$ cat src/rtl/i2s_stream_tx.sv
// ============================================================================
// i2s_stream_tx : I2S master transmitter on mck with a stereo-pair FIFO.
// Optional macro I2S_TX_HOLD_LAST_EN: an underrun frame repeats the last pair.
// Revision: 1.0
// ============================================================================
`default_nettype none

module i2s_stream_tx #(
    parameter int WIDTH         = 24,
    parameter int BITS_PER_SLOT = 32,
    parameter int MCK_PER_BCK   = 4,
    parameter int FIFO_DEPTH    = 4
) (
    input  logic                          mck,
    input  logic                          reset_n,
    input  logic                          in_valid,
    output logic                          in_ready,
    input  logic [WIDTH-1:0]              in_left,
    input  logic [WIDTH-1:0]              in_right,
    output logic                          bck,
    output logic                          lrck,
    output logic                          sdata,
    output logic                          underrun,
    output logic [$clog2(FIFO_DEPTH):0]   fifo_level
);

    localparam int DW = $clog2(MCK_PER_BCK);
    localparam int CW = $clog2(2 * BITS_PER_SLOT);
    localparam int AW = $clog2(FIFO_DEPTH);
    localparam int LW = AW + 1;

    localparam logic [DW-1:0] c_div_last = DW'(MCK_PER_BCK - 1);
    localparam logic [DW-1:0] c_div_rise = DW'(MCK_PER_BCK / 2 - 1);
    localparam logic [CW-1:0] c_cnt_last = CW'(2 * BITS_PER_SLOT - 1);
    localparam logic [CW-1:0] c_slot     = CW'(BITS_PER_SLOT);
    localparam logic [CW-1:0] c_width    = CW'(WIDTH);
    localparam logic [LW-1:0] c_depth    = LW'(FIFO_DEPTH);

    logic [DW-1:0]    r_div;
    logic [CW-1:0]    r_cnt;
    logic             r_bck;
    logic             r_lrck;
    logic             r_sdata;
    logic             r_underrun;
    logic [WIDTH-1:0] r_left;
    logic [WIDTH-1:0] r_right;
    logic [AW-1:0]    r_wr;
    logic [AW-1:0]    r_rd;
    logic [LW-1:0]    r_level;
    logic [WIDTH-1:0] r_mem_l [FIFO_DEPTH];
    logic [WIDTH-1:0] r_mem_r [FIFO_DEPTH];
`ifdef I2S_TX_HOLD_LAST_EN
    logic [WIDTH-1:0] r_last_l;
    logic [WIDTH-1:0] r_last_r;
`endif

    logic             w_fall;
    logic             w_rise;
    logic [CW-1:0]    w_cnt_nxt;
    logic             w_lr_nxt;
    logic [CW-1:0]    w_pos;
    logic             w_data_bit;
    logic             w_fstart;
    logic             w_empty;
    logic             w_push;
    logic             w_pop;

    always_comb begin
        w_fall     = (r_div == c_div_last);
        w_rise     = (r_div == c_div_rise);
        w_cnt_nxt  = (r_cnt == c_cnt_last) ? '0 : r_cnt + 1'b1;
        w_lr_nxt   = (w_cnt_nxt >= c_slot);
        w_pos      = w_lr_nxt ? (w_cnt_nxt - c_slot) : w_cnt_nxt;
        // Slot position 0 is the one-bck I2S delay; data occupies 1..WIDTH.
        w_data_bit = (w_pos != '0) && (w_pos <= c_width);
        w_fstart   = w_fall && (w_cnt_nxt == '0);
        w_empty    = (r_level == '0);
        w_pop      = w_fstart && !w_empty;
        w_push     = in_valid && in_ready;
    end

    assign in_ready   = (r_level != c_depth);
    assign fifo_level = r_level;
    assign bck        = r_bck;
    assign lrck       = r_lrck;
    assign sdata      = r_sdata;
    assign underrun   = r_underrun;

    always_ff @(posedge mck or negedge reset_n) begin
        if (!reset_n) begin
            r_div      <= '0;
            r_cnt      <= c_cnt_last;
            r_bck      <= 1'b0;
            r_lrck     <= 1'b1;
            r_sdata    <= 1'b0;
            r_underrun <= 1'b0;
            r_left     <= '0;
            r_right    <= '0;
`ifdef I2S_TX_HOLD_LAST_EN
            r_last_l   <= '0;
            r_last_r   <= '0;
`endif
        end else begin
            r_div      <= w_fall ? '0 : r_div + 1'b1;
            r_underrun <= w_fstart && w_empty;
            if (w_rise) begin
                r_bck <= 1'b1;
            end else if (w_fall) begin
                r_bck <= 1'b0;
            end
            if (w_fall) begin
                r_cnt  <= w_cnt_nxt;
                r_lrck <= w_lr_nxt;
                if (w_fstart) begin
                    r_sdata <= 1'b0;
                    if (w_pop) begin
                        r_left  <= r_mem_l[r_rd];
                        r_right <= r_mem_r[r_rd];
`ifdef I2S_TX_HOLD_LAST_EN
                        r_last_l <= r_mem_l[r_rd];
                        r_last_r <= r_mem_r[r_rd];
`endif
                    end else begin
`ifdef I2S_TX_HOLD_LAST_EN
                        r_left  <= r_last_l;
                        r_right <= r_last_r;
`else
                        r_left  <= '0;
                        r_right <= '0;
`endif
                    end
                end else if (w_data_bit) begin
                    if (w_lr_nxt) begin
                        r_sdata <= r_right[WIDTH-1];
                        r_right <= r_right << 1;
                    end else begin
                        r_sdata <= r_left[WIDTH-1];
                        r_left  <= r_left << 1;
                    end
                end else begin
                    r_sdata <= 1'b0;
                end
            end
        end
    end

    always_ff @(posedge mck) begin
        if (w_push) begin
            r_mem_l[r_wr] <= in_left;
            r_mem_r[r_wr] <= in_right;
        end
    end

    always_ff @(posedge mck or negedge reset_n) begin
        if (!reset_n) begin
            r_wr    <= '0;
            r_rd    <= '0;
            r_level <= '0;
        end else begin
            if (w_push) begin
                r_wr <= r_wr + 1'b1;
            end
            if (w_pop) begin
                r_rd <= r_rd + 1'b1;
            end
            case ({w_push, w_pop})
                2'b10:   r_level <= r_level + LW'(1);
                2'b01:   r_level <= r_level - LW'(1);
                default: r_level <= r_level;
            endcase
        end
    end

endmodule

`default_nettype wire

$ cat config.mk
export PLATFORM = sky130hd
export DESIGN_NAME = i2s_stream_tx
export DESIGN_NICKNAME = d
export VERILOG_FILES = /design/src/rtl/i2s_stream_tx.sv
export SDC_FILE = /design/constraint.sdc
export NUM_CORES = 1
export LEC_CHECK = 0
export CORE_MARGIN = 10
export CORE_UTILIZATION = 35
export CTS_BUF_LIST = sky130_fd_sc_hd__clkbuf_8
export DETAILED_ROUTE_END_ITERATION = 10
export PLACE_DENSITY = 0.64
export SLEW_MARGIN = 25
export SYNTH_ARGS = -nofsm -noshare
export SYNTH_HDL_FRONTEND = slang
export SYNTH_SLANG_ARGS = --single-unit
export TNS_END_PERCENT = 100
$ cat constraint.sdc
create_clock -name mck -period 4.2 [get_ports mck]
set_input_delay 1.05 -clock mck [delete_from_list [all_inputs] [get_ports mck]]
set_output_delay 1.05 -clock mck [all_outputs]
set_load 0.02 [all_outputs]
==> impl_metrics.ini <==
[cells_and_area]
top_library_cells_by_usage_in_the_layout_fill_and_taps_aside = sky130_fd_sc_hd__edfxtp_1 (192), sky130_fd_sc_hd__dfrtp_1 (58), sky130_fd_sc_hd__clkdlybuf4s50_1 (57)
stdcell_area_sq_um = 12100
multiInputGateArea_sq_um = 2720
area_growth_pct = 17.0
num-fill-cells = 2588
final_common_cell = sky130_fd_sc_hd__edfxtp_1
post_route_cells_drive_above_1_share_pct = 23.1
final_net_count = 677
ff_latch_area_sq_um = 7460
post_layout_nonfiller_instances = 1039

[clocking]
clk-insertion-delay-late_ps = 530
postCtsResizedCells = 0
clock_tree.buffer_depth = 3
ctsHoldBuffers = 0
cts_tree = yes
htreeDepth = 2
clk_pin_slew_worst_paths_ps = 70
post-cts-setup-buffers = 0
clock_root_buffer = sky130_fd_sc_hd__clkbuf_8
numClockSinks = 259
cts_made_buffers = 40

[pwr]
power_switching_mw = 1.46
sequentialPowerShare_pct = 55.9
powerDensity_nw_per_um2 = 484
ir_drop_mv = 0.171
power_leakage_nw = 4.35
combinational_power_share_pct = 12.0
share_clk_of_total_power_pct = 32.1
swShare_pct = 24.9
power.internal_mw = 4.41

[route]
final_wirelength_microns = 20600
drt_first_iter_violations = 288
ant_nets = 0
routed_via_density = 5.11
route.detailed.wl_per_inst_microns = 19.8
drt_pass1_iterations = 4
post-route-drc-count = 0
dr_total_vias = 5309

[sta]
fin_setup_tns_ps = 0
clock.fmax_mhz = 324
worst-slew-pin-transition_ps = 980
final_period_minus_worst_setup_slack_ps = 3090
report.final.hold_viol_count = 0
setup_repair_after_global_routing_missed_its_margin = no
clock-skew-final_ps = 24.7
slew_viol_final = 0
worst_slew_slack_as_a_fraction_of_its_limit_pct = 34.6
final-setup-viol-count = 0
final.period_utilization_pct = 73.6

[global_routing]
gr-usage-all-layers_pct = 11.3
first_global_vias = 5757
globalRoute.totalOverflow = 0
grt_first_pass_wirelength_microns = 32600
grt_antenna_before_repair = 3
grt_start_max_net_pins = 51

[worst_setup_path]
crit_required_ps = 4630
setup.worst_path.class = flop to flop
worst-path-max-fanout = 13
worst_setup_path_start_kind = flop
worstPathArrival_ps = 3520
endpoint_kind = flop

[synthesis]
ys_seq_elements = 259
yosys_warnings = 0
synth.lib_cells_used.distinct = 50
synthesis.area_per_instance_sq_um = 19.2
post_synth_instance_area_sq_um = 10400
syn_inst = 540
async_reset_ff_share_pct = 25.9
synth-edff-count = 192
synthFlopType = sky130_fd_sc_hd__edfxtp_1
ys_seq_area_share_pct = 71.8
synth_net_count = 601

[placement]
replace_congestion = 0.753
io_buffer_count = 58
dpl_cell_area_sq_um = 11400
placedCellCount = 963
detailed_place_hpwl_microns = 12400

[run_status]
run_status = completed

[hold_path]
worstHoldPathType = flop to flop

[floorplanning]
die_footprint_sq_um = 37000
floorplan.io_pins = 59
start_util_pct = 35.2
placement_rows = 63
dieWidth_microns = 192
die_height_microns = 192
core_sq_um = 29500

[job]
maxCapViolCount = 0
-- registers in the layout, summed over array words and instances (netlist names) --
name / cells
r_mem_l: 96
r_mem_r: 96
r_left: 24
r_right: 24
r_cnt: 6
fifo_level: 3
r_div: 2
r_rd: 2
r_wr: 2
bck: 1
lrck: 1
sdata: 1
underrun: 1
-- logic make-up after synthesis --
group	Yosys count	share of synthesized area, %
xor gates and xnor gates	10	0.844
adders and majority gates	10	1.28
AOI/OAI and AO/OA	77	6.82
muxes	75	13.8
and+or+nand+nor	59	3.31
buffers and inverters	50	2.17
DFF	259	71.8
-- power by group through the flow --
stage / Clock (mW) / Sequential (mW) / Combinational, mW
floorplan: 0 / 3.33 / 0.368
CTS: 1.96 / 3.29 / 0.729
detailed placement: 0 / 3.34 / 0.726
global placement: 0 / 3.31 / 0.696
global route: 2.07 / 3.31 / 0.770
finish: 1.88 / 3.28 / 0.706
-- worst max-delay path: stages, from the launching register on --
cell and delay (ps):
sky130_fd_sc_hd__dfstp_2 610, sky130_fd_sc_hd__ha_1 460, sky130_fd_sc_hd__nand4_1 150, sky130_fd_sc_hd__a31oi_1 270, sky130_fd_sc_hd__o311a_1 220, sky130_fd_sc_hd__and2_1 210, sky130_fd_sc_hd__ha_1 220, sky130_fd_sc_hd__inv_1 70
sky130_fd_sc_hd__fa_1 380, sky130_fd_sc_hd__xor2_1 150, sky130_fd_sc_hd__nor2_1 110, sky130_fd_sc_hd__xor2_1 150
-- synthesized netlist by cell type, types with 7 or more instances --
cell                       number  area share (%)
sky130_fd_sc_hd__xnor2_1        7            0.59
sky130_fd_sc_hd__mux4_2        48              10
sky130_fd_sc_hd__buf_2         11            0.53
sky130_fd_sc_hd__a221o_1       23             2.2
sky130_fd_sc_hd__dfstp_2        7             1.8
sky130_fd_sc_hd__ha_1           9             1.1
sky130_fd_sc_hd__dfrtp_1       60              14
sky130_fd_sc_hd__edfxtp_1     192              56
sky130_fd_sc_hd__inv_1         11            0.40
sky130_fd_sc_hd__clkbuf_1      24            0.87
sky130_fd_sc_hd__and3_1        29             1.7
sky130_fd_sc_hd__a32o_1        24             2.3
sky130_fd_sc_hd__mux2_4        14             2.0
-- cell type report --
cell class / count / share of cell area, %
Multi-Input combinational cell: 231 / 22.4
Timing Repair Buffer: 73 / 5.79
Sequential cell: 259 / 61.4
Clock buffer: 45 / 5.10
Tap cell: 390 / 4.02
Antenna cell: 3 / 0.0618
Inverter: 11 / 0.340
Clock inverter: 27 / 0.907
-- path summary, 6_finish.rpt --
check / from / end / cells past startpoint / slack, ps
min in group asynchronous: reset_n / r_left[13] / 1 / 560
min: r_div[0] / r_div[0] / 1 / 460
min reg2reg: r_div[0] / r_div[0] / 1 / 460
max in group asynchronous: reset_n / r_cnt[2] / 2 / 2840
max: r_cnt[0] / fifo_level[2] / 11 / 1110
max reg2reg: r_cnt[0] / fifo_level[2] / 11 / 1110
-- per-stage QoR --
step	hold slack, ps	worst slack, ps	util (%)	power [mW]
global route	506	895	41.2	6.15
CTS	466	1130	41.1	5.97
finish	463	1110	41.2	5.87
floorplan	430	1180	-	3.70
detailed placement	455	1150	38.6	4.06
global placement	444	1260	38.6	4.00
-- layer usage --
| layer | track usage [%] | part of all wire [%] | up-vias |
|---|---|---|---|
| met1 | 13.4 | 41 | 2755 |
| met3 | 2.94 | 5.1 | 34 |
| li1 | - | - | 2374 |
| met4 | 4.80 | 2.4 | 0 |
| met2 | 19.1 | 51 | 146 |
| met5 | 0 | 0 | - |
(Power assumes the default switching activity.)
